**src/rtl/mem_arbiter_if.sv**
```systemverilog
// Bundle of the instruction, data and shared-memory buses around mem_arbiter.
// The master modport is the arbiter's view; the slave modport is the environment
// (both requesters plus the memory).
interface mem_arbiter_if #(
    parameter int unsigned ADDR_WIDTH = 32,
    parameter int unsigned DATA_WIDTH = 32
);
    localparam int unsigned BE_WIDTH = DATA_WIDTH / 8;

    // Instruction port
    logic                  i_read;
    logic [ADDR_WIDTH-1:0] i_addr;
    logic [DATA_WIDTH-1:0] i_rdata;
    logic                  i_resp;

    // Data port
    logic                  d_read;
    logic                  d_write;
    logic [ADDR_WIDTH-1:0] d_addr;
    logic [DATA_WIDTH-1:0] d_wdata;
    logic [BE_WIDTH-1:0]   d_byte_enable;
    logic [DATA_WIDTH-1:0] d_rdata;
    logic                  d_resp;
    logic                  d_error;

    // Shared memory port
    logic                  mem_read;
    logic                  mem_write;
    logic [ADDR_WIDTH-1:0] mem_address;
    logic [DATA_WIDTH-1:0] mem_wdata;
    logic [BE_WIDTH-1:0]   mem_byte_enable;
    logic [DATA_WIDTH-1:0] mem_rdata;
    logic                  mem_resp;

    modport master (
        input  i_read, i_addr,
        output i_rdata, i_resp,
        input  d_read, d_write, d_addr, d_wdata, d_byte_enable,
        output d_rdata, d_resp, d_error,
        output mem_read, mem_write, mem_address, mem_wdata, mem_byte_enable,
        input  mem_rdata, mem_resp
    );

    modport slave (
        output i_read, i_addr,
        input  i_rdata, i_resp,
        output d_read, d_write, d_addr, d_wdata, d_byte_enable,
        input  d_rdata, d_resp, d_error,
        input  mem_read, mem_write, mem_address, mem_wdata, mem_byte_enable,
        output mem_rdata, mem_resp
    );
endinterface

```
**src/rtl/mem_arbiter.sv**
```systemverilog
// Two-requester memory arbiter: an instruction fetch port and a load/store port
// share one memory port. Round-robin on contention, one transaction at a time,
// all memory-side and response outputs registered.
module mem_arbiter #(
    parameter int unsigned ADDR_WIDTH = 32,
    parameter int unsigned DATA_WIDTH = 32
) (
    input logic           clk,
    input logic           rst,
    mem_arbiter_if.master bus
);
    localparam int unsigned BE_WIDTH = DATA_WIDTH / 8;
    localparam logic GrantI = 1'b0;
    localparam logic GrantD = 1'b1;

    typedef enum logic [1:0] {StIdle, StServeI, StServeD, StDone} state_e;

    state_e                state_q;
    logic                  last_grant_q;
    logic                  err_q;        // both d_read and d_write seen at grant
    logic                  mem_read_q;
    logic                  mem_write_q;
    logic [ADDR_WIDTH-1:0] addr_q;
    logic [DATA_WIDTH-1:0] wdata_q;
    logic [BE_WIDTH-1:0]   be_q;
    logic [DATA_WIDTH-1:0] i_rdata_q;
    logic [DATA_WIDTH-1:0] d_rdata_q;
    logic                  i_resp_q;
    logic                  d_resp_q;
    logic                  d_error_q;

    logic d_req;
    logic grant_d;

    // Data wins when it is the only requester or when instruction was served last.
    always_comb begin
        d_req   = bus.d_read | bus.d_write;
        grant_d = d_req & (~bus.i_read | (last_grant_q == GrantI));
    end

    // Arbitration FSM; every output is a register so nothing live leaks to memory.
    always_ff @(posedge clk or negedge rst) begin
        if (!rst) begin
            state_q      <= StIdle;
            last_grant_q <= GrantI;
            err_q        <= 1'b0;
            mem_read_q   <= 1'b0;
            mem_write_q  <= 1'b0;
            addr_q       <= '0;
            wdata_q      <= '0;
            be_q         <= '0;
            i_rdata_q    <= '0;
            d_rdata_q    <= '0;
            i_resp_q     <= 1'b0;
            d_resp_q     <= 1'b0;
            d_error_q    <= 1'b0;
        end else begin
            unique case (state_q)
                StIdle: begin
                    if (grant_d) begin
                        state_q      <= StServeD;
                        last_grant_q <= GrantD;
                        addr_q       <= bus.d_addr;
                        wdata_q      <= bus.d_wdata;
                        be_q         <= bus.d_byte_enable;
                        // A conflicting read+write request is resolved as a write.
                        mem_write_q  <= bus.d_write;
                        mem_read_q   <= ~bus.d_write;
                        err_q        <= bus.d_read & bus.d_write;
                    end else if (bus.i_read) begin
                        state_q      <= StServeI;
                        last_grant_q <= GrantI;
                        addr_q       <= bus.i_addr;
                        wdata_q      <= '0;
                        be_q         <= '0;
                        mem_read_q   <= 1'b1;
                        mem_write_q  <= 1'b0;
                        err_q        <= 1'b0;
                    end
                end
                StServeI, StServeD: begin
                    if (bus.mem_resp) begin
                        state_q     <= StDone;
                        mem_read_q  <= 1'b0;
                        mem_write_q <= 1'b0;
                        if (state_q == StServeI) begin
                            i_rdata_q <= bus.mem_rdata;
                            i_resp_q  <= 1'b1;
                        end else begin
                            if (!mem_write_q) begin
                                d_rdata_q <= bus.mem_rdata;
                            end
                            d_resp_q  <= 1'b1;
                            d_error_q <= err_q;
                        end
                    end
                end
                StDone: begin
                    state_q   <= StIdle;
                    i_resp_q  <= 1'b0;
                    d_resp_q  <= 1'b0;
                    d_error_q <= 1'b0;
                end
                default: state_q <= StIdle;
            endcase
        end
    end

    // Drive the bus purely from registered state.
    always_comb begin
        bus.mem_read        = mem_read_q;
        bus.mem_write       = mem_write_q;
        bus.mem_address     = addr_q;
        bus.mem_wdata       = wdata_q;
        bus.mem_byte_enable = be_q;
        bus.i_rdata         = i_rdata_q;
        bus.i_resp          = i_resp_q;
        bus.d_rdata         = d_rdata_q;
        bus.d_resp          = d_resp_q;
        bus.d_error         = d_error_q;
    end
endmodule

```
**src/flat_wrapper.sv**
```systemverilog
// flat-port wrapper written by rule: the top's interface ports become plain ports
module mem_arbiter_flat 
#(
    parameter int unsigned ADDR_WIDTH = 32,
    parameter int unsigned DATA_WIDTH = 32
)
  (clk, rst, bus_i_read, bus_i_addr, bus_i_rdata, bus_i_resp, bus_d_read, bus_d_write, bus_d_addr, bus_d_wdata, bus_d_byte_enable, bus_d_rdata, bus_d_resp, bus_d_error, bus_mem_read, bus_mem_write, bus_mem_address, bus_mem_wdata, bus_mem_byte_enable, bus_mem_rdata, bus_mem_resp);
  mem_arbiter_if #(.ADDR_WIDTH(ADDR_WIDTH), .DATA_WIDTH(DATA_WIDTH)) bus_i ();
  input logic clk;
  input logic rst;
  input wire logic [$bits(bus_i.i_read)-1:0] bus_i_read;
  input wire logic [$bits(bus_i.i_addr)-1:0] bus_i_addr;
  output wire logic [$bits(bus_i.i_rdata)-1:0] bus_i_rdata;
  output wire logic [$bits(bus_i.i_resp)-1:0] bus_i_resp;
  input wire logic [$bits(bus_i.d_read)-1:0] bus_d_read;
  input wire logic [$bits(bus_i.d_write)-1:0] bus_d_write;
  input wire logic [$bits(bus_i.d_addr)-1:0] bus_d_addr;
  input wire logic [$bits(bus_i.d_wdata)-1:0] bus_d_wdata;
  input wire logic [$bits(bus_i.d_byte_enable)-1:0] bus_d_byte_enable;
  output wire logic [$bits(bus_i.d_rdata)-1:0] bus_d_rdata;
  output wire logic [$bits(bus_i.d_resp)-1:0] bus_d_resp;
  output wire logic [$bits(bus_i.d_error)-1:0] bus_d_error;
  output wire logic [$bits(bus_i.mem_read)-1:0] bus_mem_read;
  output wire logic [$bits(bus_i.mem_write)-1:0] bus_mem_write;
  output wire logic [$bits(bus_i.mem_address)-1:0] bus_mem_address;
  output wire logic [$bits(bus_i.mem_wdata)-1:0] bus_mem_wdata;
  output wire logic [$bits(bus_i.mem_byte_enable)-1:0] bus_mem_byte_enable;
  input wire logic [$bits(bus_i.mem_rdata)-1:0] bus_mem_rdata;
  input wire logic [$bits(bus_i.mem_resp)-1:0] bus_mem_resp;
  assign bus_i.i_read = bus_i_read;
  assign bus_i.i_addr = bus_i_addr;
  assign bus_i_rdata = bus_i.i_rdata;
  assign bus_i_resp = bus_i.i_resp;
  assign bus_i.d_read = bus_d_read;
  assign bus_i.d_write = bus_d_write;
  assign bus_i.d_addr = bus_d_addr;
  assign bus_i.d_wdata = bus_d_wdata;
  assign bus_i.d_byte_enable = bus_d_byte_enable;
  assign bus_d_rdata = bus_i.d_rdata;
  assign bus_d_resp = bus_i.d_resp;
  assign bus_d_error = bus_i.d_error;
  assign bus_mem_read = bus_i.mem_read;
  assign bus_mem_write = bus_i.mem_write;
  assign bus_mem_address = bus_i.mem_address;
  assign bus_mem_wdata = bus_i.mem_wdata;
  assign bus_mem_byte_enable = bus_i.mem_byte_enable;
  assign bus_i.mem_rdata = bus_mem_rdata;
  assign bus_i.mem_resp = bus_mem_resp;
  mem_arbiter #(.ADDR_WIDTH(ADDR_WIDTH), .DATA_WIDTH(DATA_WIDTH)) u_core (.clk(clk), .rst(rst), .bus(bus_i));
endmodule
```
**config.mk**
```make
export PLATFORM = sky130hd
export DESIGN_NAME = mem_arbiter_flat
export DESIGN_NICKNAME = d
export VERILOG_FILES = /design/src/rtl/mem_arbiter_if.sv /design/src/rtl/mem_arbiter.sv /design/src/flat_wrapper.sv
export SDC_FILE = /design/constraint.sdc
export NUM_CORES = 1
export LEC_CHECK = 0
export CELL_PAD_IN_SITES_DETAIL_PLACEMENT = 1
export CELL_PAD_IN_SITES_GLOBAL_PLACEMENT = 1
export CORE_ASPECT_RATIO = 1.25
export CORE_UTILIZATION = 30
export CTS_CLUSTER_SIZE = 10
export DETAILED_ROUTE_END_ITERATION = 10
export DONT_BUFFER_PORTS = 1
export PLACE_DENSITY = 0.5
export SLEW_MARGIN = 20
export SYNTH_ARGS = -nofsm -noshare
export SYNTH_HDL_FRONTEND = slang
export SYNTH_SLANG_ARGS = --single-unit
```
**constraint.sdc**
```tcl
create_clock -name clk -period 5.5 [get_ports clk]
set_input_delay 0.825 -clock clk [delete_from_list [all_inputs] [get_ports clk]]
set_output_delay 0.825 -clock clk [all_outputs]
set_load 0.02 [all_outputs]
```
Word-level counts from Yosys, hierarchy flattened:

Cells that the tools add are included.

* bits in registers: 141
* output and inout bits: 137

* equal/unequal tests: 7
* bitwise operators: 9
* multiplexer cells: 28
* reduce and logical (&&, ||, !) cells: 12

Operators by type and width (count)
* two-way mux 32 bit: 4
* two-way mux 1 bit: 13
* AND reduction 3 bit: 4
* case mux 1 bit (2 select lines): 5
* two-way mux 4 bit: 2
* two-way mux 2 bit: 3
* case mux 2 bit (3 select lines): 1
* nonzero test 2 bit: 3
* NOT 1 bit: 5
* == test 2 bit (second input constant): 2
* != test 2 bit (second input constant): 2
* AND reduction 2 bit: 2
* AND reduction 4 bit: 1
* != test 3 x 2 -> 1 bit (second input constant): 1
* AND 1 bit: 2
* == test 2 x 1 -> 1 bit (second input constant): 1
* zero test 2 bit: 1
* != test 2 x 1 -> 1 bit (second input constant): 1
* bitwise OR 1 bit: 2
* OR reduction 2 bit: 1

Logic depth before layout (Yosys ltp):

* word-level depth: 5
* mapped depth: 7
* mapped depth without buffers: 5

Worst setup path after synthesis:

No wires, ideal clock.

* kind: input -> register
* start: input bus_mem_resp
* end: register u_core.d_rdata_q[10], in the netlist u_core.bus.d_rdata[10]
* arrival: 1665 ps
* library setup time: 128 ps
* path buffers: 1
* slack: 3707 ps
* stages: 4
* path through: nand2_1 > nor3_2 > buf_2 > mux2_1

* cells in the longest elaborated chain, start to end: 1

Ends and longest elaborated chain
* from (decl): line flat_wrapper.sv:29 `input wire logic [$bits(bus_i.mem_resp)-1:0] bus_mem_resp;`
* AND reduction 4 bit (no line)
* to (signal assigned): line mem_arbiter.sv:91 `d_rdata_q <= bus.mem_rdata;`
* to (decl): line mem_arbiter.sv:27 `logic [DATA_WIDTH-1:0] d_rdata_q;`

Every way passes these cells.
A chain may end at the register's enable or synchronous reset.

Worst setup path in the final report:

* start: register u_core.state_q[0]
* end: register u_core.i_rdata_q[5], in the netlist u_core.bus.i_rdata[5]

* cells in the longest elaborated chain, start to end: 3

Ends and longest elaborated chain
* from (decl): line mem_arbiter.sv:18 `state_e state_q;`
* from (signal assigned): line mem_arbiter.sv:44 `state_q <= StIdle;`
* from (signal assigned): line mem_arbiter.sv:61 `state_q <= StServeD;`
* from (signal assigned): line mem_arbiter.sv:71 `state_q <= StServeI;`
* == test 2 bit / == test 2 x 1 -> 1 bit (equally long branches): line mem_arbiter.sv:58, mem_arbiter.sv:86
* OR reduction 2 bit: line mem_arbiter.sv:58 `unique case (state_q)`
* AND reduction 3 bit (no line) (*)
* to (signal assigned): line mem_arbiter.sv:87 `i_rdata_q <= bus.mem_rdata;`
* to (decl): line mem_arbiter.sv:26 `logic [DATA_WIDTH-1:0] i_rdata_q;`

Mark *: on every way between the ends. The rest lies on a longest branch, timed or not.

==> results.py <==
metrics = {
    "clock_network": {
        "h-tree-depth": 4,
        "clk_latency_ns": 0.41,
        "numCtsBuffers": 17,
        "clock_path_buffers": 2,
        "post_cts_buffers": 0,
        "numClockSinks": 141,
        "cts-resized-gates": 0,
        "cts_hold_buf": 0,
        "cts_tree": "built",
        "clkTransAtPathRegs_ns": 0.06,
        "clockRootBuffer": "clkbuf_16",
    },
    "run": {
        "drv_cap": 0,
    },
    "routing": {
        "viasPerCell": 4.99,
        "antenna_left": 0,
        "vias": 3214,
        "dr.pass1.iters": 3,
        "wl_per_cell_um": 19.6,
        "drc_errors": 0,
        "drt-total-wl_um": 12600,
        "first_iter_violations": 109,
    },
    "setup_path": {
        "crit_fanout": 32,
        "critical_path.startpoint_type": "flip-flop",
        "cp_slowest_cell": "nand3_2",
        "worstPathRequired_ns": 5.78,
        "worstPathCellList": "inv_1 > ha_1 > nand3_2 > mux2_1",
        "crit_arrival_ns": 2.85,
        "endpoint_kind": "flip-flop",
        "slowest_delay_ns": 0.78,
        "critPathKind": "reg -> reg",
    },
    "synthesis": {
        "yosysWarnings": 0,
        "yosys.area.top_type_share": 0.626,
        "synth_cell_type_count": 30,
        "netlist_top_cells_area": "dfrtp_1, mux2_1, mux2i_1",
        "ys_ff_latch": 141,
        "synth_nets": 548,
        "avgSynthCellArea_um2": 13.9,
        "synth_area_leader_cell": "dfrtp_1",
        "seq_area_frac_synth": 0.626,
        "synthCells": 405,
        "syn_area_um2": 5640,
    },
    "grt": {
        "grt_use_met1": 0.148,
        "grt_max_degree": 142,
        "grt_usage": 0.134,
        "grtUsageMet2": 0.215,
        "grt-ovfl-total": 0,
        "grt_pass1_wl_um": 19900,
        "busiest_layer": "met2",
        "antenna_found_initial": 0,
        "grt.met3_usage": 0.0712,
        "grt_pass1_vias": 3588,
    },
    "cells_and_area": {
        "fillers": 1889,
        "nets": 547,
        "area.growth.synth_to_final_pct": 14.7,
        "drive_above_1_share": 0.0986,
        "antenna_cells": 0,
    },
    "floorplan": {
        "die_w_um": 125,
        "pin_count": 275,
        "initial_core_util": 0.309,
        "dieArea_um2": 19400,
        "core_um2": 18200,
        "fp.dieH_um": 155,
        "rows": 55,
    },
    "timing": {
        "fin_skew_ns": 0.0102,
        "finalCritPeriodShare": 0.467,
        "max_freq_mhz": 390,
        "maxSlewHeadroom": 0.376,
        "slew_violations": 0,
        "period_minus_slack_ns": 2.57,
        "finalHoldViolations": 0,
        "rsz0062_at_grt": "false",
        "tns_ns": 0,
        "worst_slew_pin_slew_ns": 0.936,
        "hold_slack_ns": 0.111,
        "setup_viol": 0,
    },
    "power_and_ir_drop": {
        "vdd_drop_max_mv": 0.389,
        "power.density_nw_per_um2": 722,
        "power.leakage_uw": 0.00289,
    },
    "place": {
        "globalplace.congestion": 0.703,
        "port_buffers": 0,
        "hpwl_um": 8840,
    },
    "hold_path": {
        "worstHoldPathType": "in -> async",
    },
    "status": {
        "status": "finished clean",
    },
}
-- cells in the mapped netlist --
master and instances:
o21ai_0 4, a21oi_1 1, a21boi_1 1, nand3_1 4, o41a_1 1, mux2i_1 32, o31ai_1 1, o2bb2ai_4 1
nor3_2 1, o41ai_1 2, nor2_2 1, a21o_1 1, dfrtp_1 141, inv_1 3, buf_6 1, a31oi_1 1
nor3_1 1, nor4b_4 1, nand2b_1 1, nor2b_1 5, nand2_1 35, a22o_1 36, mux2_1 66, o21ai_1 32
o31ai_2 1, buf_4 3, ha_1 5, buf_2 17, clkbuf_1 4, nor2_1 2
-- cells in the final DEF (no fill, tap or decap), drive strengths merged, types with 3 or more instances in the layout --
cell type / netlist / routed
inv: 3 / 4
o21ai: 36 / 36
clkinv: 0 / 4
nor2b: 5 / 5
mux2: 66 / 66
a22o: 36 / 36
bufinv: 0 / 3
nand3: 4 / 4
dfrtp: 141 / 141
buf: 21 / 5
clkbuf: 4 / 21
nor2: 3 / 3
nand2: 35 / 35
ha: 5 / 5
mux2i: 32 / 32
-- layer usage --
metal / vias up / routed length, um
met1: 1587 / 4800
met5: - / 0
met2: 175 / 6170
met3: 11 / 1460
met4: 0 / 204
li1: 1441 / -
-- cell type report --
type,count,area (um2),share of cell area
Multi-Input combinational cell,236,1990,0.307
Timing Repair Buffer,5,50.0,0.00774
Clock inverter,10,138,0.0213
Clock buffer,21,470,0.0727
Inverter,3,11.3,0.00174
Sequential cell,141,3530,0.545
Tap cell,228,285,0.0441
-- per-stage QoR --
step / setup WS (ns) / area [um2] / std cells / total power [uW] / util
5_1_grt: 2.67 / 6470 / 644 / 4980 / 0.355
3_3_place_gp: 2.89 / 5840 / 612 / 3510 / 0.320
3_5_place_dp: 2.82 / 5840 / 612 / 3560 / 0.320
2_1_floorplan: 3.71 / 5640 / 405 / 3250 / -
6_report: 2.93 / 6470 / 644 / 4670 / 0.355
4_1_cts: 2.83 / 6450 / 643 / 4760 / 0.354
-- registers in the layout, indices dropped and copies added, names as in the netlist --
signal and cells:
u_core.bus.mem_address 32, u_core.bus.mem_wdata 32, u_core.bus.i_resp 1, u_core.bus.d_error 1, u_core.last_grant_q 1, u_core.bus.d_resp 1
u_core.bus.i_rdata 32, u_core.bus.mem_byte_enable 4, u_core.bus.d_rdata 32, u_core.bus.mem_read 1, u_core.bus.mem_write 1, u_core.err_q 1
u_core.state_q 2
-- critical path: cells and delay by family, from the launching register on --
kind          cells  cell delay [ns]
buf+inv           1             0.09
simple gates      1             0.78
flops             1             0.41
fa+ha+maj         1             0.51
mux               1             0.61
-- logic make-up (layout without fill, tap and decap cells) --
kind of cell,after synthesis,in the layout,synth area share
fa+ha+maj,5,5,0.0111
flops,141,141,0.626
buf+inv,28,39,0.0257
compound gates,82,82,0.106
mux,98,98,0.189
simple gates,51,51,0.0428
-- final timing paths --
check                                                    from  slack [ns]  depth (start not counted)                                      to
min in group clk                     u_core.err_q$_DFFE_PN0P_        0.49                          2                u_core.err_q$_DFFE_PN0P_
worst min register to register       u_core.err_q$_DFFE_PN0P_        0.49                          2                u_core.err_q$_DFFE_PN0P_
worst min-delay path                                      rst        0.11                          0       u_core.bus.i_rdata[2]$_DFFE_PN0P_
worst max register to register  u_core.state_q[0]$_DFFE_PN0P_        2.93                          4       u_core.bus.i_rdata[5]$_DFFE_PN0P_
worst max-delay path            u_core.state_q[0]$_DFFE_PN0P_        2.93                          4       u_core.bus.i_rdata[5]$_DFFE_PN0P_
max in group asynchronous                                 rst        5.25                          0  u_core.bus.mem_address[18]$_DFFE_PN0P_
-- power by group --
part | switching, uW | internal, uW
Sequential | 967 | 1540
Combinational | 503 | 499
Clock | 419 | 746
No activity file was read; power rests on OpenSTA's default activity.
